File: config.mk
export PLATFORM = sky130hd
export DESIGN_NAME = axilite_regbank
export DESIGN_NICKNAME = d
export VERILOG_FILES = /design/src/rtl/axilite_regbank.sv
export SDC_FILE = /design/constraint.sdc
export NUM_CORES = 1
export LEC_CHECK = 0
export CAP_MARGIN = 10
export CORE_MARGIN = 3
export CORE_UTILIZATION = 50
export CTS_CLUSTER_DIAMETER = 120
export DETAILED_ROUTE_END_ITERATION = 10
export HOLD_SLACK_MARGIN = 0.08
export PLACE_DENSITY = 0.73
export SETUP_SLACK_MARGIN = 0.2
export SYNTH_ARGS = -nofsm -noshare
export SYNTH_HDL_FRONTEND = slang
export SYNTH_SLANG_ARGS = --single-unit
export TNS_END_PERCENT = 50
File: constraint.sdc
create_clock -name axi_clk -period 9.4 [get_ports axi_clk]
set_input_delay 1.88 -clock axi_clk [delete_from_list [all_inputs] [get_ports axi_clk]]
set_output_delay 1.88 -clock axi_clk [all_outputs]
set_load 0.03 [all_outputs]
File: src/rtl/axilite_regbank.sv
// axilite_regbank
//   Small control/status register bank behind a pulse-based request/ack
//   port (the back end of an AXI-lite slave). Word map:
//     0 CTRL     read/write   [15:8] IRQ_MASK, [0] GLOBAL_EN
//     1 STATUS   read-only    returns status_i as sampled at read time
//     2 SCRATCH  read/write   reset value SCRATCH_RESET
//     3 IRQ_PEND write-1-to-clear, [7:0] only
//   Every request is answered by one ack exactly ACK_DELAY cycles later.
//   A write and a read in the same cycle: the write goes first and the read
//   waits in a one-deep pending slot. Each request type has its own slot;
//   a request finding its slot full is dropped.
//
// Handshake: axi_wreq/axi_rreq are single-cycle pulses sampled on the rising
//   edge; there is no back-pressure, so a pulse counts as accepted when it
//   is sampled (unless dropped). axi_wack/axi_rack are single-cycle pulses.
//   Register updates and axi_rdata become visible in the ack cycle, and
//   axi_rdata holds its value until the next read ack.
//
// Ports:
//   axi_clk, axi_rst          clock, asynchronous active-high reset
//   axi_wreq/waddr/wdata      write request, word address, data
//   axi_wack                  write acknowledge
//   axi_rreq/raddr            read request, word address
//   axi_rdata/axi_rack        read data and read acknowledge
//   ctrl_o                    CTRL register contents
//   status_i                  live status word
//   irq_src_i                 level interrupt sources
//   irq_o                     registered interrupt line
//   dbg_state_o               current FSM state (0 IDLE, 1 WR_BUSY, 2 RD_BUSY)
//
// Build option: define AXILITE_REGBANK_IRQ_EN to enable IRQ_PEND, IRQ_MASK
//   and irq_o. Without it, word 3 reads 0, CTRL[15:8] is held at 0, irq_o
//   is 0, and irq_src_i is ignored.
module axilite_regbank #(
  parameter int          ADDR_WIDTH    = 16,
  parameter int          ACK_DELAY     = 2,
  parameter logic [31:0] SCRATCH_RESET = 32'h0000_0000
) (
  input  logic                  axi_clk,
  input  logic                  axi_rst,
  input  logic                  axi_wreq,
  input  logic [ADDR_WIDTH-3:0] axi_waddr,
  input  logic [31:0]           axi_wdata,
  output logic                  axi_wack,
  input  logic                  axi_rreq,
  input  logic [ADDR_WIDTH-3:0] axi_raddr,
  output logic [31:0]           axi_rdata,
  output logic                  axi_rack,
  output logic [31:0]           ctrl_o,
  input  logic [31:0]           status_i,
  input  logic [7:0]            irq_src_i,
  output logic                  irq_o,
  output logic [1:0]            dbg_state_o
);

  localparam int WA    = ADDR_WIDTH - 2;
  localparam int CNT_W = 4;  // holds ACK_DELAY-1 for ACK_DELAY up to 16
  localparam logic [CNT_W-1:0] CNT_LOAD = CNT_W'(ACK_DELAY - 1);

  localparam logic [WA-1:0] A_CTRL    = WA'(0);
  localparam logic [WA-1:0] A_STATUS  = WA'(1);
  localparam logic [WA-1:0] A_SCRATCH = WA'(2);
  localparam logic [WA-1:0] A_IRQ     = WA'(3);

`ifdef AXILITE_REGBANK_IRQ_EN
  localparam logic [31:0] CTRL_WMASK = 32'hFFFF_FFFF;
`else
  localparam logic [31:0] CTRL_WMASK = 32'hFFFF_00FF;
`endif

  typedef enum logic [1:0] {
    S_IDLE    = 2'd0,
    S_WR_BUSY = 2'd1,
    S_RD_BUSY = 2'd2
  } state_t;

  state_t           r_state, w_state_nxt;
  logic [CNT_W-1:0] r_cnt, w_cnt_nxt;
  logic [WA-1:0]    r_op_addr, w_op_addr_nxt;
  logic [31:0]      r_op_data, w_op_data_nxt;

  logic             r_wp_vld, w_wp_vld_nxt;
  logic [WA-1:0]    r_wp_addr, w_wp_addr_nxt;
  logic [31:0]      r_wp_data, w_wp_data_nxt;
  logic             r_rp_vld, w_rp_vld_nxt;
  logic [WA-1:0]    r_rp_addr, w_rp_addr_nxt;

  logic             w_live_wr_taken, w_live_rd_taken;
  logic             w_wr_commit, w_rd_commit;
  logic [31:0]      w_rd_value;
  logic [7:0]       w_pend;

  logic             r_wack, r_rack;
  logic [31:0]      r_rdata, r_ctrl, r_scratch;

  // Next-state logic. IDLE serves the pending slots before live requests
  // since they are older. The counter runs ACK_DELAY-1 down to 0 across
  // the busy cycles; the cycle with count 0 is the ack cycle.
  always_comb begin
    w_state_nxt     = r_state;
    w_cnt_nxt       = r_cnt;
    w_op_addr_nxt   = r_op_addr;
    w_op_data_nxt   = r_op_data;
    w_wp_vld_nxt    = r_wp_vld;
    w_wp_addr_nxt   = r_wp_addr;
    w_wp_data_nxt   = r_wp_data;
    w_rp_vld_nxt    = r_rp_vld;
    w_rp_addr_nxt   = r_rp_addr;
    w_live_wr_taken = 1'b0;
    w_live_rd_taken = 1'b0;

    case (r_state)
      S_IDLE: begin
        if (r_wp_vld) begin
          w_state_nxt   = S_WR_BUSY;
          w_cnt_nxt     = CNT_LOAD;
          w_op_addr_nxt = r_wp_addr;
          w_op_data_nxt = r_wp_data;
          w_wp_vld_nxt  = 1'b0;
        end else if (r_rp_vld) begin
          w_state_nxt   = S_RD_BUSY;
          w_cnt_nxt     = CNT_LOAD;
          w_op_addr_nxt = r_rp_addr;
          w_rp_vld_nxt  = 1'b0;
        end else if (axi_wreq) begin
          w_state_nxt     = S_WR_BUSY;
          w_cnt_nxt       = CNT_LOAD;
          w_op_addr_nxt   = axi_waddr;
          w_op_data_nxt   = axi_wdata;
          w_live_wr_taken = 1'b1;
        end else if (axi_rreq) begin
          w_state_nxt     = S_RD_BUSY;
          w_cnt_nxt       = CNT_LOAD;
          w_op_addr_nxt   = axi_raddr;
          w_live_rd_taken = 1'b1;
        end
      end
      default: begin
        if (r_cnt == '0) w_state_nxt = S_IDLE;
        else             w_cnt_nxt   = r_cnt - CNT_W'(1);
      end
    endcase

    // A live request not launched now parks in its slot if that slot is
    // (or is just becoming) free; otherwise it is dropped.
    if (axi_wreq && !w_live_wr_taken && !w_wp_vld_nxt) begin
      w_wp_vld_nxt  = 1'b1;
      w_wp_addr_nxt = axi_waddr;
      w_wp_data_nxt = axi_wdata;
    end
    if (axi_rreq && !w_live_rd_taken && !w_rp_vld_nxt) begin
      w_rp_vld_nxt  = 1'b1;
      w_rp_addr_nxt = axi_raddr;
    end

    // The edge entering the ack cycle applies the write / captures the read.
    w_wr_commit = (w_state_nxt == S_WR_BUSY) && (w_cnt_nxt == '0);
    w_rd_commit = (w_state_nxt == S_RD_BUSY) && (w_cnt_nxt == '0);
  end

  always_comb begin
    w_rd_value = '0;
    case (w_op_addr_nxt)
      A_CTRL:    w_rd_value = r_ctrl;
      A_STATUS:  w_rd_value = status_i;
      A_SCRATCH: w_rd_value = r_scratch;
      A_IRQ:     w_rd_value = {24'h0, w_pend};
      default:   w_rd_value = '0;
    endcase
  end

  always_ff @(posedge axi_clk or posedge axi_rst) begin
    if (axi_rst) begin
      r_state   <= S_IDLE;
      r_cnt     <= '0;
      r_op_addr <= '0;
      r_op_data <= '0;
      r_wp_vld  <= 1'b0;
      r_wp_addr <= '0;
      r_wp_data <= '0;
      r_rp_vld  <= 1'b0;
      r_rp_addr <= '0;
      r_wack    <= 1'b0;
      r_rack    <= 1'b0;
      r_rdata   <= '0;
      r_ctrl    <= '0;
      r_scratch <= SCRATCH_RESET;
    end else begin
      r_state   <= w_state_nxt;
      r_cnt     <= w_cnt_nxt;
      r_op_addr <= w_op_addr_nxt;
      r_op_data <= w_op_data_nxt;
      r_wp_vld  <= w_wp_vld_nxt;
      r_wp_addr <= w_wp_addr_nxt;
      r_wp_data <= w_wp_data_nxt;
      r_rp_vld  <= w_rp_vld_nxt;
      r_rp_addr <= w_rp_addr_nxt;
      r_wack    <= w_wr_commit;
      r_rack    <= w_rd_commit;
      if (w_rd_commit) r_rdata <= w_rd_value;
      if (w_wr_commit) begin
        case (w_op_addr_nxt)
          A_CTRL:    r_ctrl    <= w_op_data_nxt & CTRL_WMASK;
          A_SCRATCH: r_scratch <= w_op_data_nxt;
          default:   ;
        endcase
      end
    end
  end

`ifdef AXILITE_REGBANK_IRQ_EN
  logic [7:0] r_pend;
  logic [7:0] w_pend_clr;
  logic       r_irq;

  assign w_pend_clr = (w_wr_commit && (w_op_addr_nxt == A_IRQ)) ?
                      w_op_data_nxt[7:0] : 8'h00;

  // Sources are OR-ed in after the clear so an active source wins.
  always_ff @(posedge axi_clk or posedge axi_rst) begin
    if (axi_rst) begin
      r_pend <= 8'h00;
      r_irq  <= 1'b0;
    end else begin
      r_pend <= (r_pend & ~w_pend_clr) | irq_src_i;
      r_irq  <= r_ctrl[0] & (|(r_pend & r_ctrl[15:8]));
    end
  end

  assign w_pend = r_pend;
  assign irq_o  = r_irq;
`else
  logic w_unused_irq;
  assign w_unused_irq = ^irq_src_i;
  assign w_pend       = 8'h00;
  assign irq_o        = 1'b0;
`endif

  assign axi_wack    = r_wack;
  assign axi_rack    = r_rack;
  assign axi_rdata   = r_rdata;
  assign ctrl_o      = r_ctrl;
  assign dbg_state_o = r_state;

endmodule

==> summary.md <==
| Metric | Value |
|---|---|
| Largest stage delay on the critical path | `1.09 ns` |
| Grt ovf | `0` |
| Final core occ | `64.51%` |
| Syn avg cell area | `12.20 µm²` |
| Async set or reset register ratio after synthesis | `100.0%` |
| Startpoint Class | `primary input` |
| Sequential area share after synthesis | `54.40%` |
| Hold EP | `r_scratch[8]` |
| ANT nets after route | `0` |
| Non-Filler Instances | `1141` |
| Crit-path leading delay family | `simple AND/OR/NAND/NOR gates` |
| Port Buffer Count | `155` |
| Cells after DPL | `1101` |
| Ranking of synthesized cells by area | `dfrtp_1 54%, mux2_2 10%, a22oi_1 5.2%` |
| Ys flop type | `dfrtp_1` |
| Flops & latches, synth | `204` |
| # hold bufs at CTS | `0` |
| Crit-path slowest cell | `and4bb_2` |
| Mean routed wirelength per cell | `21.76 µm` |
| Req. time, crit path | `9.78 ns` |
| Syn-to-layout area delta | `25.17%` |
| Fin nets | `1001` |
| Top-count cell post-synth | `dfrtp_1` |
| Die width | `143.0 µm` |
| Skew-Pair Late Insertion Delay | `0.50 ns` |
| Max Buffers Root-to-Sink | `3` |
| Clock Power Share | `25.7%` |
| Mapped Cells | `769` |
| Sw Share | `36.24%` |
| Vias in the first global route | `7365` |
| Cell accounting for the most synthesized area | `dfrtp_1` |
| Post-CTS sizing | `0` |
| Hold Startpoint | `r_scratch[8]` |
| Sum of buffers and inverters on the critical path | `1` |
| Vias per inst | `6.153` |
| CP endpoint kind | `flop` |
| Final count of pins violating max slew | `0` |
| Starting density of the core | `51.54%` |
| Leakage | `5.052 nW` |
| Final period util | `60.85%` |
| Max IR drop VDD | `168.7 µV` |
| Clock sinks | `204` |
| CTS tree | `built` |
| CP Class | `primary input to flop` |
| Largest net degree at the start of global routing | `117` |
| # setup viols final | `0` |
| Core Region | `18210 µm²` |
| Worst-path cell chain | `clkdlybuf4s50_1 > mux2_2 > o211ai_1 > a31oi_1 > nor4_1 > nand3_1 > and4bb_2 > mux2_2` |
| Status | `complete, no violations` |
| CTS buffer count | `22` |
| Hold Vio Cnt, Final | `0` |
| Die H | `143.0 µm` |
| Logic pwr share | `36.1%` |
| # fillers | `1353` |
| Sequential Power Share | `38.3%` |
| Synth top area share | `54.40%` |
| Overall routing resource usage | `23.59%` |
| HP Class | `flop to flop` |
| H-tree depth | `1` |
| NetSw | `0.001232 W` |
| Maximum clock frequency | `174.8 MHz` |
| Hpwl dp | `15.27 mm` |
| Post-synth EDFFs | `0` |
| Vias | `7021` |
| Power Internal | `0.002167 W` |
| Crit Reg-Reg Endpoint | `r_scratch[20]` |
| Hold_ws | `0.4905 ns` |
| Max_slew headroom | `26.81%` |
| Synth top cells by count | `204 x dfrtp_1, 86 x mux2_2, 70 x o21ai_0` |
| Root Driver | `clkbuf_16` |
| Reg clk slew, reported paths | `0.06 ns` |
| Setup TNS | `0 ns` |
| Clock skew | `0.008461 ns` |
| First-pass GRT wire length | `38.74 mm` |
| Pwr dens | `289.3 nW/µm²` |
| Critical path peak fanout | `32` |
| Final wirelength | `24.83 mm` |
| Hold Path Depth | `1` |
| Drc violations | `0` |
| Final worst path period need | `5.720 ns` |
| RR Startpoint | `r_rp_vld` |
| Most used cell along the critical path | `mux2_2` |
| Post-Syn Area | `9384 µm²` |
| Reg-to-reg slack, setup | `4.99 ns` |
| RePlAce Congestion | `0.8043` |
| Initial antenna violation count | `0` |
| Number of distinct library cells after synthesis | `48` |
| Rows | `49` |
| Layout cells sized above 1 | `18.88%` |
| Worst-margin pin slew | `1.098 ns` |
| Post-CTS Setup Bufs | `0` |
| RSZ-0062 raised after global routing | `no` |
| Reg2reg path depth | `7` |
| Yosys Warn Count | `0` |
| CP arrival | `6.10 ns` |
| MaxCap Viol Count | `0` |
| IO Pins | `173` |
| TritonRoute pass-1 iters | `5` |
| Tot Pwr | `0.003399 W` |
| Die ar. | `20450 µm²` |
| 1st-iter DRT viols | `544` |
cell usage in the layout (no fill, tap or decap), types with 2 or more instances in the layout:
cell type and n:
a21o_1 4, a21oi_1 9, a221oi_1 2, a22o_1 40, a22oi_1 65, a2bb2oi_1 3, a31oi_1 9, a32o_1 2
and2_1 2, and4_1 3, buf_4 11, clkbuf_16 23, clkbuf_8 6, clkdlybuf4s50_1 155, clkinv_2 5, clkinvlp_4 3
conb_1 9, dfrtp_1 203, inv_1 5, mux2_1 21, mux2_2 86, mux2_4 20, mux2i_1 24, nand2_1 43
nand2b_1 9, nand3_1 9, nor2_1 22, nor2_4 2, nor2b_1 3, nor3_1 2, nor4_1 3, o211ai_1 11
o21ai_0 70, o31ai_1 2, or3_1 2
power groups by stage:
stage                     sequential (W)  combinational [W]  clock [W]
after floorplan                  0.00127           0.000891          0
after global placement           0.00128            0.00115          0
after detailed placement         0.00131            0.00122          0
after CTS                        0.00129            0.00122   0.000884
after global routing             0.00132            0.00134   0.000922
final                            0.00130            0.00123   0.000872
worst max path at each step:
stage	startpoint	to	slack, ns	cells past startpoint
6_report	axi_rreq	r_scratch[20]	3.68	8
5_1_grt	axi_rreq	r_scratch[6]	3.56	8
4_1_cts	axi_rreq	r_scratch[6]	3.76	8
3_5_place_dp	axi_rreq	r_scratch[20]	3.28	8
3_3_place_gp	axi_rreq	r_scratch[26]	3.40	8
2_1_floorplan	axi_rst	axi_rack	1.95	1
per-stage QoR:
stage                     area, µm²  setup WS (ns)
after floorplan                9414          1.953
after global placement        11000          3.398
after detailed placement      11000          3.283
after CTS                     11740          3.758
final                         11750          3.680
after global routing          11740          3.557
cells by family after synthesis:
group / Yosys count / synth area share [%]
buf+inv: 77 / 4.280
other cells: 1 / 0.03996
simple gates: 109 / 5.787
flops: 204 / 54.40
fa+ha+maj: 1 / 0.1333
compound gates: 226 / 16.76
mux: 151 / 18.60
worst register-to-register path: stages, from the launching register on:
cell      delay, ns
dfrtp_1        0.69
nor2_1         0.89
o211ai_1       0.22
a32o_1         0.33
nor4_1         0.41
nand3_1        0.23
and4bb_2       1.09
mux2_2         0.43
metal layers:
| layer | global-route usage, % | part of all wire [%] | vias up |
|---|---|---|---|
| met5 | 0 | 0 | - |
| met4 | 5.653 | 1.3 | 0 |
| met3 | 4.287 | 6.9 | 32 |
| met2 | 38.63 | 48 | 303 |
| met1 | 32.99 | 44 | 3589 |
| li1 | - | - | 3097 |
flip-flops by register name, indices dropped and copies added, names as in the netlist:
register / flops
axi_rdata: 32
r_op_data: 32
r_scratch: 32
r_wp_data: 32
ctrl_o: 24
r_op_addr: 14
r_rp_addr: 14
r_wp_addr: 14
r_cnt: 4
dbg_state_o: 2
axi_rack: 1
axi_wack: 1
r_rp_vld: 1
r_wp_vld: 1
cell type report:
| type | count | area [µm²] | area share (%) |
|---|---|---|---|
| flip-flops and latches | 204 | 5106 | 43.47 |
| multi-input cells | 496 | 3943 | 33.56 |
| repair buffers | 166 | 1634 | 13.91 |
| clock buffers | 29 | 658.1 | 5.603 |
| well taps | 229 | 286.5 | 2.439 |
| clock inverters | 10 | 86.33 | 0.7350 |
| inverters | 6 | 30.03 | 0.2556 |
| diodes | 1 | 2.502 | 0.02130 |
No activity file was read; power rests on OpenSTA's default activity.
